<file path="src/rtl/vga_fb_arbiter.sv">
// -----------------------------------------------------------------------------
// vga_fb_arbiter
// Shares one single-port framebuffer RAM between the VGA display stream and a
// simple CPU request/ack port. The display always wins while the raster is
// inside the active window; the CPU is served only in blanking/border time.
//
// Ports
//   clk, reset_n            pixel clock, asynchronous active-low reset
//   counter_x/counter_y     raster position from the VGA timing generator
//   offset                  framebuffer base address, latched once per frame
//   cpu_req/we/addr/wdata   CPU request, held stable until cpu_ack
//   cpu_ack/rdata/err       one-cycle completion, read data, out-of-range flag
//   mem_addr/we/wdata       registered single-port RAM controls
//   mem_rdata               RAM read data, one cycle after mem_addr
//   color                   grayscale pixel (0 outside the window)
//   frame_start             one-cycle pulse after raster position (0,0)
// -----------------------------------------------------------------------------
module vga_fb_arbiter #(
    parameter int WIN_X0   = 142,
    parameter int WIN_Y0   = 35,
    parameter int WIN_W    = 300,
    parameter int WIN_H    = 300,
    parameter int FB_WORDS = 90000
) (
    input  logic        clk,
    input  logic        reset_n,
    input  logic [9:0]  counter_x,
    input  logic [9:0]  counter_y,
    input  logic [17:0] offset,
    input  logic        cpu_req,
    input  logic        cpu_we,
    input  logic [17:0] cpu_addr,
    input  logic [7:0]  cpu_wdata,
    output logic        cpu_ack,
    output logic [7:0]  cpu_rdata,
    output logic        cpu_err,
    output logic [17:0] mem_addr,
    output logic        mem_we,
    output logic [7:0]  mem_wdata,
    input  logic [7:0]  mem_rdata,
    output logic [7:0]  color,
    output logic        frame_start
);

    typedef enum logic [2:0] {
        IDLE    = 3'd0,
        DISP    = 3'd1,
        CPU_WR  = 3'd2,
        CPU_RD  = 3'd3,
        CPU_RSP = 3'd4
    } state_t;

    state_t      state, state_nxt;
    logic        in_win;
    logic        cpu_bad;
    logic [17:0] off_lat;
    logic [17:0] disp_addr;

    // Read-source tags: p1 travels with mem_addr, p2 lines up with mem_rdata.
    logic        rd_disp_p1, rd_disp_p2;
    logic        rd_cpu_p1,  rd_cpu_p2;

    logic [17:0] mem_addr_nxt;
    logic        mem_we_nxt;
    logic [7:0]  mem_wdata_nxt;
    logic        rd_disp_nxt, rd_cpu_nxt;
    logic        ack_nxt, err_nxt;

    // Stage p0: raster decode and address generation
    always_comb begin
        in_win = ({1'b0, counter_x} >= 11'(WIN_X0))
              && ({1'b0, counter_x} <  11'(WIN_X0 + WIN_W))
              && ({1'b0, counter_y} >= 11'(WIN_Y0))
              && ({1'b0, counter_y} <  11'(WIN_Y0 + WIN_H));
    end

    // The relative terms are only meaningful inside the window; the sum wraps mod 2^18.
    always_comb begin
        disp_addr = off_lat
                  + (18'(counter_y - 10'(WIN_Y0)) * 18'(WIN_W))
                  + 18'(counter_x - 10'(WIN_X0));
    end

    always_comb cpu_bad = (cpu_addr >= 18'(FB_WORDS));

    // FSM state register
    always_ff @(posedge clk or negedge reset_n) begin
        if (!reset_n) begin
            state <= IDLE;
        end else begin
            state <= state_nxt;
        end
    end

    // FSM next state: a CPU grant is never issued while the raster is in the window
    always_comb begin
        state_nxt = state;
        case (state)
            IDLE: begin
                if (in_win) begin
                    state_nxt = DISP;
                end else if (cpu_req) begin
                    state_nxt = cpu_we ? CPU_WR : CPU_RD;
                end
            end
            DISP:    if (!in_win) state_nxt = IDLE;
            CPU_WR:  state_nxt = CPU_RSP;
            CPU_RD:  state_nxt = CPU_RSP;
            CPU_RSP: state_nxt = IDLE;
            default: state_nxt = IDLE;
        endcase
    end

    // FSM outputs: next values of the registered memory port and CPU response.
    // Ownership of the next cycle follows in_win directly, so the display can
    // take the RAM even while the CPU response is still being delivered.
    always_comb begin
        mem_addr_nxt  = mem_addr;
        mem_we_nxt    = 1'b0;
        mem_wdata_nxt = mem_wdata;
        rd_disp_nxt   = 1'b0;
        rd_cpu_nxt    = 1'b0;
        ack_nxt       = 1'b0;
        err_nxt       = 1'b0;
        if (in_win) begin
            mem_addr_nxt = disp_addr;
            rd_disp_nxt  = 1'b1;
        end else if (state == IDLE && cpu_req && !cpu_bad) begin
            mem_addr_nxt = cpu_addr;
            mem_we_nxt   = cpu_we;
            rd_cpu_nxt   = !cpu_we;
            if (cpu_we) begin
                mem_wdata_nxt = cpu_wdata;
            end
        end
        // Out-of-range requests still pass through CPU_WR/CPU_RD but never touch the RAM.
        if (state == CPU_WR || state == CPU_RD) begin
            ack_nxt = 1'b1;
            err_nxt = cpu_bad;
        end
    end

    // Stage p1: registered RAM port, tags, CPU handshake, frame offset
    always_ff @(posedge clk or negedge reset_n) begin
        if (!reset_n) begin
            mem_addr    <= '0;
            mem_we      <= 1'b0;
            mem_wdata   <= '0;
            rd_disp_p1  <= 1'b0;
            rd_cpu_p1   <= 1'b0;
            rd_disp_p2  <= 1'b0;
            rd_cpu_p2   <= 1'b0;
            cpu_ack     <= 1'b0;
            cpu_err     <= 1'b0;
            frame_start <= 1'b0;
            off_lat     <= '0;
        end else begin
            mem_addr    <= mem_addr_nxt;
            mem_we      <= mem_we_nxt;
            mem_wdata   <= mem_wdata_nxt;
            rd_disp_p1  <= rd_disp_nxt;
            rd_cpu_p1   <= rd_cpu_nxt;
            rd_disp_p2  <= rd_disp_p1;
            rd_cpu_p2   <= rd_cpu_p1;
            cpu_ack     <= ack_nxt;
            cpu_err     <= err_nxt;
            frame_start <= (counter_x == 10'd0) && (counter_y == 10'd0);
            // Base address only changes at frame start, so a frame never tears.
            if (frame_start) begin
                off_lat <= offset;
            end
        end
    end

    // Stage p2: route RAM read data by its source tag
    always_comb begin
        color     = rd_disp_p2 ? mem_rdata : 8'h00;
        cpu_rdata = rd_cpu_p2  ? mem_rdata : 8'h00;
    end

endmodule

</file>
<file path="config.mk">
export PLATFORM = sky130hd
export DESIGN_NAME = vga_fb_arbiter
export DESIGN_NICKNAME = d
export VERILOG_FILES = /design/src/rtl/vga_fb_arbiter.sv
export SDC_FILE = /design/constraint.sdc
export NUM_CORES = 1
export LEC_CHECK = 0
export CAP_MARGIN = 10
export CORE_ASPECT_RATIO = 1.2
export CORE_UTILIZATION = 47
export CTS_CLUSTER_DIAMETER = 100
export DETAILED_ROUTE_END_ITERATION = 16
export GPL_TIMING_DRIVEN = 0
export PLACE_DENSITY = 0.82
export RECOVER_POWER = 100
export SLEW_MARGIN = 30
export SYNTH_ARGS = -nofsm -noshare
export SYNTH_HDL_FRONTEND = slang
export SYNTH_SLANG_ARGS = --single-unit
</file>
<file path="constraint.sdc">
create_clock -name clk -period 2.8 [get_ports clk]
set_input_delay 0.7 -clock clk [delete_from_list [all_inputs] [get_ports clk]]
set_output_delay 0.7 -clock clk [all_outputs]
set_load 0.005 [all_outputs]
</file>
==> impl_metrics.tcl, run 1 <==
set metrics [dict create \
    grt_use_met3 0.0481 \
    clkSinkCount 55 \
    leakagePower_uw 0.00383 \
    fin_crit_sh 2.09 \
    dr.pass1.iters 5 \
    relSlewSlack 0.00820 \
    outcome "finished with violations" \
    hpwl_um 10800 \
    grt_pass1_wl_um 24800 \
    design.core.area_um2 11100 \
    hold_path_end "rd_cpu_p2" \
    max_freq_mhz 171 \
    final-hold-violation-count 0 \
    yosysMostFrequentCell "inv_1" \
    netlist_top_cells_count "inv_1 (100), ha_1 (57), dfrtp_1 (55)" \
    fillers 702 \
    clkLatencyLatePin_ns 0.30 \
    netlist_area_um2 5360 \
    gr-max-usage-layer "met2" \
    syn-mean-instance-area_um2 9.46 \
    hold_ws_ns 0.351 \
    h-tree-depth 2 \
    violations "max-capacitance violations, negative setup slack" \
    finalWorstSetupSlack_ns -3.05 \
    ys.flop_type "dfrtp_1" \
    worstSetupStartpointType "primary input" \
    tightest_slew_ns 1.49 \
    wl_um 15600 \
    initial_utilization 0.484 \
    area_growth_pct 54.5 \
    holdPathStages 0 \
    maxSlewViolCount 0 \
    synth_edf_count 0 \
    drc 0 \
    cts_hold_buffers 0 \
    yosysUniqueCellTypes 60 \
    syn_nets 733 \
    die_area_um2 11800 \
    synth.yosys.seq_area_share 0.257 \
    crit_top_cell "ha_4" \
    die_y_um 119 \
    antenna_cells 0 \
    yosysTopAreaCell "dfrtp_1" \
    first_global_vias 5135 \
    synth_seq_cells 55 \
    power_density_nw_per_um2 1460 \
    grt_antenna_before_repair 0 \
    vdd_drop_max_mv 1.13 \
    syn_inst 567 \
    setup_viol 23 \
    cts_tree "yes" \
    synth_async_sr_flop_share 1.00 \
    critPathRequiredTime_ns 2.98 \
    worstReg2RegEnd "mem_addr[11]" \
    slowest_delay_ns 0.56 \
    end_kind "flop" \
    nets 909 \
    rrSetupSlack_ns -0.19 \
    final.setup_skew_ns 0.00477 \
    row_count 42 \
    drive_gt1_frac 0.305 \
    hold_start "rd_cpu_p1" \
    globalplace.congestion 0.929 \
    utilization 0.747 \
    pin_count 122 \
    cts_buffers 5 \
    yosys_warnings 0 \
    wl_per_cell_um 17.3 \
    die_x_um 99.5 \
    post-synth-top-area-fraction 0.257 \
    grt_max_degree 29 \
    ant_nets 0 \
    cts_root_buf "clkbuf_16" \
    drt_iter0_markers 225 \
    numPortBuffers 119 \
    drt-vias-per-instance 5.33 \
    path_clk_slew_ns 0.07 \
    total_power_uw 12100 \
    preCtsSetupSlack_ns -4.18 \
    grt-ovfl-total 0 \
    holdCritPathClass "reg -> reg" \
    cp_max_fo 6 \
    fin_crit_ns 5.85 \
    synth_area_leaders "dfrtp_1 (26%), ha_1 (13%), fa_1 (12%), inv_1 (7.0%), xnor2_1 (4.7%)" \
    r2r-start "off_lat[2]" \
    cpMaxStageDelayCell "fa_1" \
    vias 4783 \
    met2_usage 0.526 \
    arrival_ns 6.04 \
    rsz0062_at_grt "yes" \
    clockBufferDepth 2 \
    grt_use_met1 0.274 \
    worstSetupPathType "in -> reg" \
    r2r_cells 9 \
    track_usage 0.267 \
    cap_violations 1 \
]
how the worst max path moves through the flow:
stage / start / end / slack, ns / depth (start not counted)
after floorplan: counter_y[2] / mem_addr[17] / -2.96 / 27
after global placement: counter_y[1] / mem_addr[17] / -4.02 / 25
after detailed placement: counter_y[1] / mem_addr[17] / -4.18 / 25
after CTS: counter_y[0] / mem_addr[17] / -3.06 / 29
after global routing: counter_y[1] / mem_addr[17] / -3.34 / 29
final: counter_y[5] / mem_addr[17] / -3.05 / 28
critical path, delay by kind of cell:
family          cells  cell delay [ns]
fa+ha+maj           7             2.38
compound gates      9             1.18
buf+inv             7             0.91
xor+xnor            3             0.61
simple gates        1             0.13
mux                 1             0.10
routing by layer:
metal,part of all wire,wire length [um]
met5,0,0
met4,0.037,569
met3,0.053,828
met2,0.55,8620
met1,0.36,5540
kinds of logic after synthesis:
logic type                 share of synthesized area
muxes                                         0.0656
DFF                                            0.257
AOI/OAI and AO/OA                              0.136
xor gates and xnor gates                      0.0817
buffers and inverters                         0.0849
and+or+nand+nor                                0.119
adders and majority gates                      0.256
per-stage QoR:
stage                     setup TNS (ns)  std cells  instance area (um^2)
after floorplan                   -28.78        567                  5720
after global placement            -80.34        840                  7100
after detailed placement          -53.53        841                  7120
after CTS                         -28.21        888                  8070
after global routing              -33.66        898                  8290
final                             -30.14        898                  8290
cell type report:
| cell class | instances | area (um^2) | share of cell area |
|---|---|---|---|
| Multi-Input combinational cell | 401 | 4470 | 0.539 |
| Timing Repair Buffer | 169 | 1640 | 0.197 |
| Sequential cell | 55 | 1380 | 0.166 |
| Inverter | 100 | 379 | 0.0457 |
| Tap cell | 154 | 193 | 0.0232 |
| Clock buffer | 5 | 125 | 0.0151 |
| Buffer | 11 | 90.1 | 0.0109 |
| Clock inverter | 3 | 20.0 | 0.00242 |
layout by cell type (no fill, tap or decap), types with 10 or more instances in the layout:
cell type,Yosys,routed
nor2_1,27,22
buf_4,2,40
ha_4,0,36
dfrtp_1,55,55
xor2_1,21,13
nand2_1,37,33
o21ai_1,2,10
mux2i_1,13,13
clkdlybuf4s50_1,0,59
ha_1,57,19
xnor2_1,29,22
and2_1,16,16
dlygate4sd3_1,0,49
o21ai_0,34,19
inv_1,100,75
fa_1,33,32
a21oi_2,0,11
inv_2,0,24
buf_6,4,14
a21oi_1,28,14
flip-flops by register name, summed over array words and instances (netlist names):
signal / count
rd_cpu_p2: 1
cpu_ack: 1
frame_start: 1
off_lat: 18
mem_wdata: 8
mem_addr: 18
mem_we: 1
rd_disp_p1: 1
rd_cpu_p1: 1
state: 3
rd_disp_p2: 1
cpu_err: 1
power breakdown:
group	switching (uW)	total [uW]	leakage, uW	internal, uW
Combinational	4980	10400	0.00312	5400
Sequential	94.9	1090	0.000645	991
Clock	306	636	0.0000658	331
Total	5380	12100	0.00383	6720
timing repair:
item	CTS	global route
resized for setup	125	40
endpoints found under the setup margin	31	23
gates cloned	0	0
pin swaps	79	57
hold endpoints to repair	0	0
buffers inserted	39	11
No activity file was read; power rests on OpenSTA's default activity.
==> run 2, diff against run 1 <==
--- a/config.mk
+++ b/config.mk
@@ -8,6 +8,7 @@
 export CAP_MARGIN = 10
 export CORE_ASPECT_RATIO = 1.2
 export CORE_UTILIZATION = 47
+export CTS_BUF_LIST = sky130_fd_sc_hd__clkbuf_16
 export CTS_CLUSTER_DIAMETER = 100
 export DETAILED_ROUTE_END_ITERATION = 16
 export GPL_TIMING_DRIVEN = 0
==> results of run 2 <==
Final layout, timing and power as in run 1 (identical DEF).
